[src/rtl/fir_fx_pkg.sv]
// Shared fixed-point types and helpers for the sign-magnitude FIR datapath.
package fir_fx_pkg;

  localparam int SAMPLE_W = 10;
  localparam int PROD_W   = 19;
  localparam int MAG_W    = 18;

  // 10-bit sign-magnitude sample / coefficient.
  typedef struct packed {
    logic                  sign;
    logic [SAMPLE_W-2:0]   mag;
  } sm_sample_t;

  // 19-bit sign-magnitude product / accumulator.
  typedef struct packed {
    logic             sign;
    logic [MAG_W-1:0] mag;
  } sm_prod_t;

  typedef enum logic [1:0] {
    ST_IDLE,
    ST_MAC,
    ST_OUT
  } fsm_state_t;

  // Sum plus a flag raised when the magnitude had to be clamped.
  typedef struct packed {
    sm_prod_t sum;
    logic     sat;
  } sat_sum_t;

  // Saturating sign-magnitude add. Never returns -0: a cancelling pair
  // yields +0, and equal-sign adds only see -0 if an operand already was -0.
  function automatic sat_sum_t sat_add(input sm_prod_t a, input sm_prod_t b);
    sat_sum_t         r;
    logic [MAG_W:0]   s;
    r = '0;
    s = '0;
    if (a.sign == b.sign) begin
      s = {1'b0, a.mag} + {1'b0, b.mag};
      r.sum.sign = a.sign;
      if (s[MAG_W]) begin
        r.sum.mag = '1;
        r.sat     = 1'b1;
      end else begin
        r.sum.mag = s[MAG_W-1:0];
      end
    end else if (a.mag > b.mag) begin
      r.sum.sign = a.sign;
      r.sum.mag  = a.mag - b.mag;
    end else if (b.mag > a.mag) begin
      r.sum.sign = b.sign;
      r.sum.mag  = b.mag - a.mag;
    end
    return r;
  endfunction

endpackage

[src/rtl/fir_band_mac_engine_if.sv]
// Sample, coefficient-write and result channels of the FIR band MAC engine.
interface fir_band_mac_engine_if #(
  parameter int NTAPS  = 8,
  parameter int NBANDS = 4
);
  localparam int TAPW  = $clog2(NTAPS);
  localparam int BANDW = $clog2(NBANDS);

  logic             in_valid;
  logic             in_ready;
  logic [9:0]       in_sample;
  logic [BANDW-1:0] in_band;

  logic             coef_wr_en;
  logic [BANDW-1:0] coef_wr_band;
  logic [TAPW-1:0]  coef_wr_tap;
  logic [9:0]       coef_wr_data;
  logic             coef_wr_drop;

  logic             out_valid;
  logic             out_ready;
  logic [18:0]      out_data;
  logic [BANDW-1:0] out_band;
  logic             out_sat;

  // Producer/consumer side that drives samples, coefficients and out_ready.
  modport master (
    output in_valid, in_sample, in_band,
    output coef_wr_en, coef_wr_band, coef_wr_tap, coef_wr_data,
    output out_ready,
    input  in_ready, coef_wr_drop, out_valid, out_data, out_band, out_sat
  );

  // Engine side.
  modport slave (
    input  in_valid, in_sample, in_band,
    input  coef_wr_en, coef_wr_band, coef_wr_tap, coef_wr_data,
    input  out_ready,
    output in_ready, coef_wr_drop, out_valid, out_data, out_band, out_sat
  );
endinterface

[src/rtl/Fx_10bit_Multiplier.sv]
// 10-bit x 10-bit sign-magnitude multiplier with a 19-bit sign-magnitude product.
module Fx_10bit_Multiplier
  import fir_fx_pkg::*;
(
  input  logic [SAMPLE_W-1:0] a,
  input  logic [SAMPLE_W-1:0] b,
  output logic [PROD_W-1:0]   p
);

  logic [MAG_W-1:0] a_mag;
  logic [MAG_W-1:0] b_mag;

  assign a_mag = MAG_W'(a[SAMPLE_W-2:0]);
  assign b_mag = MAG_W'(b[SAMPLE_W-2:0]);
  // 511 * 511 = 261121 fits in 18 bits, so the product never overflows.
  assign p     = {a[SAMPLE_W-1] ^ b[SAMPLE_W-1], a_mag * b_mag};

endmodule

[src/rtl/fir_coef_bank.sv]
// NBANDS x NTAPS coefficient register file: synchronous write, combinational read.
module fir_coef_bank
  import fir_fx_pkg::*;
#(
  parameter int  NTAPS  = 8,
  parameter int  NBANDS = 4,
  localparam int TAPW   = $clog2(NTAPS),
  localparam int BANDW  = $clog2(NBANDS)
) (
  input  logic                clk,
  input  logic                rst,
  input  logic                wr_en,
  input  logic [BANDW-1:0]    wr_band,
  input  logic [TAPW-1:0]     wr_tap,
  input  logic [SAMPLE_W-1:0] wr_data,
  input  logic [BANDW-1:0]    rd_band,
  input  logic [TAPW-1:0]     rd_tap,
  output logic [SAMPLE_W-1:0] rd_data
);

  logic [SAMPLE_W-1:0] mem [NBANDS][NTAPS];

  // Coefficient storage: cleared by reset, one write per cycle.
  // NOTE: the bank is cleared on reset because an all-zero filter is the
  // defined power-up behaviour; this forces flops rather than a RAM macro.
  always_ff @(posedge clk) begin
    if (rst) begin
      for (int b = 0; b < NBANDS; b++) begin
        for (int t = 0; t < NTAPS; t++) begin
          mem[b][t] <= '0;
        end
      end
    end else if (wr_en) begin
      mem[wr_band][wr_tap] <= wr_data;
    end
  end

  assign rd_data = mem[rd_band][rd_tap];

endmodule

[src/rtl/fir_band_mac_engine.sv]
// Time-multiplexed single-band FIR: one sample in, NTAPS MAC cycles, one result out.
module fir_band_mac_engine
  import fir_fx_pkg::*;
#(
  parameter int  NTAPS  = 8,
  parameter int  NBANDS = 4,
  localparam int TAPW   = $clog2(NTAPS),
  localparam int BANDW  = $clog2(NBANDS)
) (
  input  logic                  clk,
  input  logic                  rst,
  fir_band_mac_engine_if.slave  bus
);

  fsm_state_t          state;
  sm_sample_t          x_q [NTAPS];
  logic [BANDW-1:0]    band_q;
  logic [TAPW-1:0]     k_q;
  sm_prod_t            acc_q;
  logic                sat_q;

  logic                out_valid_q;
  sm_prod_t            out_data_q;
  logic [BANDW-1:0]    out_band_q;
  logic                out_sat_q;
  logic                coef_wr_drop_q;

  logic                accept;
  logic                coef_wr_ok;
  logic [SAMPLE_W-1:0] coef;
  logic [PROD_W-1:0]   prod_raw;
  sm_prod_t            prod;
  sat_sum_t            acc_next;

  // Ready only while idle and out of reset, so nothing is taken in the rst cycle.
  assign bus.in_ready = (state == ST_IDLE) && !rst;
  assign accept       = bus.in_valid && bus.in_ready;
  assign coef_wr_ok   = bus.coef_wr_en && (state == ST_IDLE);

  fir_coef_bank #(
    .NTAPS  (NTAPS),
    .NBANDS (NBANDS)
  ) u_coef_bank (
    .clk     (clk),
    .rst     (rst),
    .wr_en   (coef_wr_ok),
    .wr_band (bus.coef_wr_band),
    .wr_tap  (bus.coef_wr_tap),
    .wr_data (bus.coef_wr_data),
    .rd_band (band_q),
    .rd_tap  (k_q),
    .rd_data (coef)
  );

  Fx_10bit_Multiplier u_mult (
    .a (x_q[k_q]),
    .b (coef),
    .p (prod_raw)
  );

  // Normalise a zero-magnitude product to +0 before it reaches the accumulator.
  // NOTE: every always_comb output gets a full default first, so no path can
  // leave it unassigned and infer a latch.
  always_comb begin
    prod = sm_prod_t'(prod_raw);
    if (prod.mag == '0) begin
      prod.sign = 1'b0;
    end
  end

  assign acc_next = sat_add(acc_q, prod);

  // Tap delay line: newest sample at index 0, shifted on each accepted sample.
  always_ff @(posedge clk) begin
    if (rst) begin
      for (int i = 0; i < NTAPS; i++) begin
        x_q[i] <= '0;
      end
    end else if (accept) begin
      x_q[0] <= sm_sample_t'(bus.in_sample);
      for (int i = 1; i < NTAPS; i++) begin
        x_q[i] <= x_q[i-1];
      end
    end
  end

  // Control FSM with registered result outputs.
  // NOTE: sequential state uses non-blocking assignments so every register
  // samples pre-edge values regardless of statement order.
  always_ff @(posedge clk) begin
    if (rst) begin
      state       <= ST_IDLE;
      band_q      <= '0;
      k_q         <= '0;
      acc_q       <= '0;
      sat_q       <= 1'b0;
      out_valid_q <= 1'b0;
      out_data_q  <= '0;
      out_band_q  <= '0;
      out_sat_q   <= 1'b0;
    end else begin
      unique case (state)
        ST_IDLE: begin
          if (accept) begin
            band_q <= bus.in_band;
            k_q    <= '0;
            acc_q  <= '0;
            sat_q  <= 1'b0;
            state  <= ST_MAC;
          end
        end
        ST_MAC: begin
          acc_q <= acc_next.sum;
          sat_q <= sat_q | acc_next.sat;
          k_q   <= k_q + TAPW'(1);
          if (k_q == TAPW'(NTAPS - 1)) begin
            out_valid_q <= 1'b1;
            out_data_q  <= acc_next.sum;
            out_band_q  <= band_q;
            out_sat_q   <= sat_q | acc_next.sat;
            state       <= ST_OUT;
          end
        end
        ST_OUT: begin
          if (bus.out_ready) begin
            out_valid_q <= 1'b0;
            state       <= ST_IDLE;
          end
        end
        default: state <= ST_IDLE;
      endcase
    end
  end

  // One-cycle pulse flagging a coefficient write that arrived while busy.
  always_ff @(posedge clk) begin
    if (rst) begin
      coef_wr_drop_q <= 1'b0;
    end else begin
      coef_wr_drop_q <= bus.coef_wr_en && (state != ST_IDLE);
    end
  end

  assign bus.out_valid    = out_valid_q;
  assign bus.out_data     = out_data_q;
  assign bus.out_band     = out_band_q;
  assign bus.out_sat      = out_sat_q;
  assign bus.coef_wr_drop = coef_wr_drop_q;

endmodule

[src/flat_wrapper.sv]
// flat-port wrapper written by rule: the top's interface ports become plain ports
module fir_band_mac_engine_flat import fir_fx_pkg::*;
#(
  parameter int  NTAPS  = 8,
  parameter int  NBANDS = 4,
  localparam int TAPW   = $clog2(NTAPS),
  localparam int BANDW  = $clog2(NBANDS)
)
  (clk, rst, bus_in_valid, bus_in_sample, bus_in_band, bus_coef_wr_en, bus_coef_wr_band, bus_coef_wr_tap, bus_coef_wr_data, bus_out_ready, bus_in_ready, bus_coef_wr_drop, bus_out_valid, bus_out_data, bus_out_band, bus_out_sat);
  fir_band_mac_engine_if #(.NTAPS(NTAPS), .NBANDS(NBANDS)) bus_i ();
  input  logic clk;
  input  logic rst;
  input wire logic [$bits(bus_i.in_valid)-1:0] bus_in_valid;
  input wire logic [$bits(bus_i.in_sample)-1:0] bus_in_sample;
  input wire logic [$bits(bus_i.in_band)-1:0] bus_in_band;
  input wire logic [$bits(bus_i.coef_wr_en)-1:0] bus_coef_wr_en;
  input wire logic [$bits(bus_i.coef_wr_band)-1:0] bus_coef_wr_band;
  input wire logic [$bits(bus_i.coef_wr_tap)-1:0] bus_coef_wr_tap;
  input wire logic [$bits(bus_i.coef_wr_data)-1:0] bus_coef_wr_data;
  input wire logic [$bits(bus_i.out_ready)-1:0] bus_out_ready;
  output wire logic [$bits(bus_i.in_ready)-1:0] bus_in_ready;
  output wire logic [$bits(bus_i.coef_wr_drop)-1:0] bus_coef_wr_drop;
  output wire logic [$bits(bus_i.out_valid)-1:0] bus_out_valid;
  output wire logic [$bits(bus_i.out_data)-1:0] bus_out_data;
  output wire logic [$bits(bus_i.out_band)-1:0] bus_out_band;
  output wire logic [$bits(bus_i.out_sat)-1:0] bus_out_sat;
  assign bus_i.in_valid = bus_in_valid;
  assign bus_i.in_sample = bus_in_sample;
  assign bus_i.in_band = bus_in_band;
  assign bus_i.coef_wr_en = bus_coef_wr_en;
  assign bus_i.coef_wr_band = bus_coef_wr_band;
  assign bus_i.coef_wr_tap = bus_coef_wr_tap;
  assign bus_i.coef_wr_data = bus_coef_wr_data;
  assign bus_i.out_ready = bus_out_ready;
  assign bus_in_ready = bus_i.in_ready;
  assign bus_coef_wr_drop = bus_i.coef_wr_drop;
  assign bus_out_valid = bus_i.out_valid;
  assign bus_out_data = bus_i.out_data;
  assign bus_out_band = bus_i.out_band;
  assign bus_out_sat = bus_i.out_sat;
  fir_band_mac_engine #(.NTAPS(NTAPS), .NBANDS(NBANDS)) u_core (.clk(clk), .rst(rst), .bus(bus_i));
endmodule
[config.mk]
export PLATFORM = sky130hd
export DESIGN_NAME = fir_band_mac_engine_flat
export DESIGN_NICKNAME = d
export VERILOG_FILES = /design/src/rtl/fir_fx_pkg.sv /design/src/rtl/fir_band_mac_engine_if.sv /design/src/rtl/Fx_10bit_Multiplier.sv /design/src/rtl/fir_coef_bank.sv /design/src/rtl/fir_band_mac_engine.sv /design/src/flat_wrapper.sv
export SDC_FILE = /design/constraint.sdc
export NUM_CORES = 1
export LEC_CHECK = 0
export CAP_MARGIN = 10
export CORE_MARGIN = 2
export CORE_UTILIZATION = 54
export CTS_CLUSTER_DIAMETER = 40
export DETAILED_ROUTE_END_ITERATION = 10
export GPL_ROUTABILITY_DRIVEN = 0
export PLACE_DENSITY = 0.79
export SYNTH_ARGS = -nofsm -noshare
export SYNTH_HDL_FRONTEND = slang
export SYNTH_SLANG_ARGS = --single-unit
[constraint.sdc]
create_clock -name clk -period 20.4 [get_ports clk]
set_input_delay 2.04 -clock clk [delete_from_list [all_inputs] [get_ports clk]]
set_output_delay 2.04 -clock clk [all_outputs]
set_load 0.01 [all_outputs]
==> results.cfg, run 1 <==
[job]
drv_cap = 0

[placed_design]
dp_slack_ps = 9610
port_buffers = 56
hpwl_um = 43700
place_area_mm2 = 0.0273

[final_layout]
n_fill_cell = 3587
drive_above_1_share_pct = 13.1
fin_nets = 2402
final_cell_mix = edfxtp_1 (400), and2_1 (327), inv_1 (154)
insertedDiodeCount = 0
stdcell_area_mm2 = 0.0293
fin_util_pct = 61.3
area_growth_pct = 12.0
final_common_cell = edfxtp_1

[critical_path]
r2r_slack_ps = 9420
critPathMostFrequentCell = fa_1
max_stage_delay_ps = 840
cp.arrival_ps = 11540
path_class = reg2reg
critPathSlowestCell = buf_4
crit_path_max_fanout = 53
worst_setup_path_start_kind = register
endpoint_kind = register
worst-path-buf-inv = 5
critPathTopFamily = adder cells
rr_worst_depth = 26
worst-path-stages = 26
required_ps = 20960

[clocking]
cts.repair.resized = 0
cts_post_setup_buffers_inserted = 0
path_clk_slew_ps = 60
holdBufCountCts = 0
h-tree-depth = 2
cts_buffer_depth = 3
cts_made_buffers = 59
cts_num_sinks = 456
cts_tree = built
root_buffer = clkbuf_16
clk_latency_ps = 640

[sta]
period_share_pct = 53.8
rsz0062_at_grt = no
worst_slew_pin_slew_ps = 1320
fmax_mhz = 91.1
setup_tns_ps = 0
holdWs_ps = 464
min_period_ps = 10980
drv_slew = 0
finClkSkew_ps = 27.2
setup_viol = 0
layout_setup_ws_ps = 9420
hold_viol = 0
relSlewSlack_pct = 11.6

[power_and_ir_drop]
irDropWorstVdd_mv = 0.138
leakage_nw = 11.4
power.density_mw_per_mm2 = 132

[worst_hold_path]
min_path_cells = 2
hold_path.class = reg2reg

[floorplan]
die-area_mm2 = 0.0502
coreArea_mm2 = 0.0477
die_w_um = 224
rows = 80
ios = 57
die_h_um = 224
start_util_pct = 54.7

[global_routing]
antenna_found_initial = 0
grt_pass1_vias = 17853
grt_max_degree = 83
grt_pass1_wl_um = 101000
track_usage_pct = 25.9
grt_overflow = 0

[yosys]
synth_top_cell_by_area = edfxtp_1
synth.yosys.seq_area_share_pct = 50.3
synth_area_mm2 = 0.0261
synth_cell_types = 80
ys_ff_latch = 456
syn_nets = 2369
async_reset_ff_share_pct = 0
synth_cells = 2190
synth_top_area_share_pct = 46.0
avgSynthCellArea_um2 = 11.9
yosys_warnings = 0
yosys-top-cells-area = edfxtp_1 (46%), mux4_2 (9.1%), and2_1 (7.8%)
synth-edff-count = 400
ys_dominant_reg_cell = edfxtp_1

[detailed_routing]
dr_total_vias = 18004
postRouteAntennaNets = 0
route.detailed.drc = 0
avgViaCountPerCell = 6.23
wl_um = 64600
initialDrtViolationCount = 2202
wl_per_cell_um = 22.4
first_pass_iters = 9

[outcome]
status = finished clean
==> registers in the layout, indices dropped and copies added, names as in the netlist, named ones only <==
| register | cells |
|---|---|
| u_core.sat_q | 1 |
| u_core.bus.out_data | 19 |
| u_core.band_q | 2 |
| u_core.x_q | 80 |
| u_core.bus.out_sat | 1 |
| u_core.u_coef_bank.mem | 320 |
| u_core.bus.coef_wr_drop | 1 |
| u_core.acc_q | 19 |
| u_core.state | 2 |
| u_core.bus.out_band | 2 |
| u_core.bus.out_valid | 1 |
| u_core.k_q | 3 |
==> logic make-up after synthesis <==
logic type / count (synthesis) / share of synthesized area (%)
and+or+nand+nor: 789 / 16.6
DFF: 456 / 50.3
AOI/OAI and AO/OA: 347 / 8.74
buffers and inverters: 282 / 4.20
muxes: 148 / 10.8
adders and majority gates: 147 / 8.56
xor gates and xnor gates: 21 / 0.776
==> synth_stat cells, drive strengths merged, types with 30 or more instances <==
library cell,number
clkbuf,99
nand2,97
fa,53
edfxtp,400
o21ai,92
nor2b,34
nand2b,38
ha,94
inv,155
and2,327
and3,64
nor2,124
nand3,30
mux4,106
a21oi,83
dfxtp,56
==> through the flow <==
stage	std cells	power, mW
after floorplan	2190	2.37
after global placement	2775	2.74
after detailed placement	2775	2.78
after CTS	2886	3.82
after global routing	2888	4.07
final	2888	3.87
==> per-layer routing <==
metal | vias to the layer above | global-route usage [%] | share of wire (%) | wire (um)
met3 | 185 | 5.56 | 9.1 | 5880
met1 | 8918 | 34.3 | 40 | 25700
met4 | 0 | 11.1 | 4.2 | 2690
li1 | 7990 | - | - | -
met5 | - | 0 | 0 | 0
met2 | 911 | 41.5 | 47 | 30400
==> report_power, final <==
group / total [mW] / internal, mW / switching (mW)
registers: 1.10 / 1.07 / 0.0363
clock network: 1.04 / 0.619 / 0.418
logic: 1.73 / 0.621 / 1.11
total: 3.87 / 2.31 / 1.57
==> area by class of cell <==
| type | count | area [um2] | area share [%] |
|---|---|---|---|
| flip-flops and latches | 456 | 13100 | 44.9 |
| multi-input cells | 1452 | 11900 | 40.7 |
| clock buffers | 68 | 1520 | 5.19 |
| repair buffers | 97 | 867 | 2.96 |
| well taps | 615 | 769 | 2.63 |
| inverters | 157 | 589 | 2.01 |
| clock inverters | 43 | 475 | 1.62 |
==> path summary, 6_finish.rpt <==
check                                             end                                 from
setup reg to reg  u_core.bus.out_data[2]$_SDFFE_PP0P_                             register
hold / removal    u_core.bus.out_band[0]$_SDFFE_PP0P_  u_core.bus.out_band[0]$_SDFFE_PP0P_
hold reg to reg   u_core.bus.out_band[0]$_SDFFE_PP0P_  u_core.bus.out_band[0]$_SDFFE_PP0P_
setup / recovery  u_core.bus.out_data[2]$_SDFFE_PP0P_                             register
==> worst register-to-register path, cell delays in order, from the launching register on <==
cell	delay (ps)
dfxtp_4	650
buf_4	840
mux4_2	720
mux4_2	470
mux2i_1	650
nor2_1	170
fa_1	600
fa_1	430
fa_1	520
inv_1	60
fa_1	480
inv_1	40
ha_1	440
o21ai_0	220
o31a_1	280
a31o_2	260
xnor2_1	480
ha_1	510
inv_1	260
nor4_1	650
o211ai_1	260
a211oi_2	770
buf_4	360
a32oi_1	130
mux2_2	280
a32oi_1	210
a31o_2	190
(Power assumes the default switching activity.)
==> run 2: changes to the inputs <==
==> constraint.sdc (replaced) <==
create_clock -name clk -period 10.4 [get_ports clk]
set_input_delay 1.04 -clock clk [delete_from_list [all_inputs] [get_ports clk]]
set_output_delay 1.04 -clock clk [all_outputs]
set_load 0.01 [all_outputs]
==> results.cfg, run 2 (synthesis gave the netlist of run 1 again) <==
[global_routing]
grt_pass1_vias = 18061
track_usage_pct = 25.5
grt_pass1_wl_um = 99700
grt_max_degree = 83
antenna_found_initial = 0
grt_overflow = 0

[power_and_ir_drop]
leakage_nw = 11.6
seqPwrFrac_pct = 27.7
irDropWorstVdd_mv = 0.278
intPower_mw = 4.71
pwr-share-comb_pct = 43.4
p_switching_mw = 3.13
p_sw_share_pct = 39.9
p_total_mw = 7.84
power.density_mw_per_mm2 = 264
pwr-share-clk_pct = 28.9

[worst_hold_path]
worstHoldStart = u_core.bus.out_data[11]$_SDFFE_PP0P_
hold_path.class = reg2reg
min_path_cells = 2
min_to = u_core.bus.out_data[11]$_SDFFE_PP0P_

[final_layout]
area_growth_pct = 13.7
largest_register_ffs = 320
final_common_cell = edfxtp_1
largestRegisters = u_core.u_coef_bank.mem x320, u_core.x_q x80
drive_above_1_share_pct = 14.3
insertedDiodeCount = 0
final_cell_mix = edfxtp_1 (400), and2_1 (327), inv_1 (155)
top_register = u_core.u_coef_bank.mem
fin_util_pct = 62.2
n_fill_cell = 3509
fin_nets = 2423
stdcell_area_mm2 = 0.0297

[critical_path]
r2r-end = u_core.bus.out_data[17]$_SDFFE_PP0P_
cp.arrival_ps = 10300
worst_setup_path_start_kind = register
critPathSlowestCell = dfxtp_4
critPathMostFrequentCell = inv_1
required_ps = 10910
r2r_slack_ps = 610
rr_worst_depth = 30
max_stage_delay_ps = 730
endpoint_kind = register
path_class = reg2reg
crit_path_max_fanout = 32

[sta]
worst_slew_pin_slew_ps = 1250
rsz0062_at_grt = no
setup_tns_ps = 0
fmax_mhz = 102
period_share_pct = 94.1
min_period_ps = 9790
relSlewSlack_pct = 16.2
hold_viol = 0
drv_slew = 0
finClkSkew_ps = 38.8
setup_viol = 0
holdWs_ps = 457

[placed_design]
place_area_mm2 = 0.0274
hpwl_um = 43400
port_buffers = 56

[detailed_routing]
avgViaCountPerCell = 6.18
wl_per_cell_um = 21.7
postRouteAntennaNets = 0
wl_um = 63200
initialDrtViolationCount = 1993
dr_total_vias = 17997
route.detailed.drc = 0
first_pass_iters = 6

[job]
drv_cap = 0

[floorplan]
start_util_pct = 54.7
coreArea_mm2 = 0.0477
die_w_um = 224
rows = 80
die_h_um = 224
ios = 57
die-area_mm2 = 0.0502

[clocking]
holdBufCountCts = 0
h-tree-depth = 3
cts_num_sinks = 456
cts_tree = built
clk_latency_ps = 610
root_buffer = clkbuf_16
cts_buffer_depth = 3
path_clk_slew_ps = 60
cts_made_buffers = 66

[outcome]
status = finished clean
## run 2: cell types whose count changed in the layout (fill, tap and decap cells not counted), sizes merged
| cell | change |
|---|---|
| clkinv | -3 |
| inv | +5 |
| clkbuf | +7 |
| clkinvlp | +1 |
| buf | +14 |
## run 2: power by group through the flow
| stage | clock (mW) | sequential [mW] | combinational [mW] |
|---|---|---|---|
| floorplan | 0 | 2.17 | 2.48 |
| global placement | 0 | 2.20 | 3.17 |
| detailed placement | 0 | 2.20 | 3.24 |
| CTS | 2.29 | 2.17 | 3.27 |
| global route | 2.37 | 2.18 | 3.68 |
| finish | 2.26 | 2.17 | 3.40 |
## run 2: worst max path at each step
stage	to	depth (start not counted)
6_report	u_core.bus.out_data[17]$_SDFFE_PP0P_	30
5_1_grt	u_core.bus.out_data[15]$_SDFFE_PP0P_	30
4_1_cts	u_core.bus.out_data[17]$_SDFFE_PP0P_	29
3_5_place_dp	u_core.acc_q[16]$_SDFFE_PP0P_	30
3_3_place_gp	u_core.bus.out_data[15]$_SDFFE_PP0P_	29
2_1_floorplan	u_core.bus.out_data[16]$_SDFFE_PP0P_	32
## run 2: layout make-up
| type | count | area [um2] | share of cell area [%] |
|---|---|---|---|
| clock buffer | 75 | 1730 | 5.81 |
| inverter | 157 | 589 | 1.98 |
| multi-input combinational | 1452 | 11900 | 40.2 |
| timing repair buffer | 111 | 1010 | 3.41 |
| sequential | 456 | 13100 | 44.2 |
| clock inverter | 46 | 534 | 1.80 |
| tap | 615 | 769 | 2.59 |
## run 2: worst max-delay path, delay by kind of cell, from the launching register on
kind | cells | cell delay, ps
buf+inv | 6 | 670
compound gates | 9 | 2470
flops | 1 | 730
simple gates | 6 | 1240
fa+ha+maj | 6 | 2860
mux | 3 | 1680
## run 2: layer usage
metal  global-route usage, %  up-vias  share of wire (%)
met5                       0        -                  0
met1                    33.5     8789                 39
met3                    5.94      187                9.6
li1                        -     8030                  -
met4                    9.27        0                3.8
met2                    41.8      991                 47
## run 2: timing repair
| action | 4_1_cts | 5_1_grt |
|---|---|---|
| setup endpoints to repair | 0 | 30 |
| setup buffers | 0 | 0 |
| resized for setup | 0 | 5 |
## run 2: per-stage QoR
| step | setup WS [ps] | std cells |
|---|---|---|
| floorplan | 1360 | 2190 |
| detailed placement | 591 | 2790 |
| global route | 9.50 | 2912 |
| CTS | 509 | 2911 |
| global placement | 994 | 2790 |
| finish | 609 | 2912 |
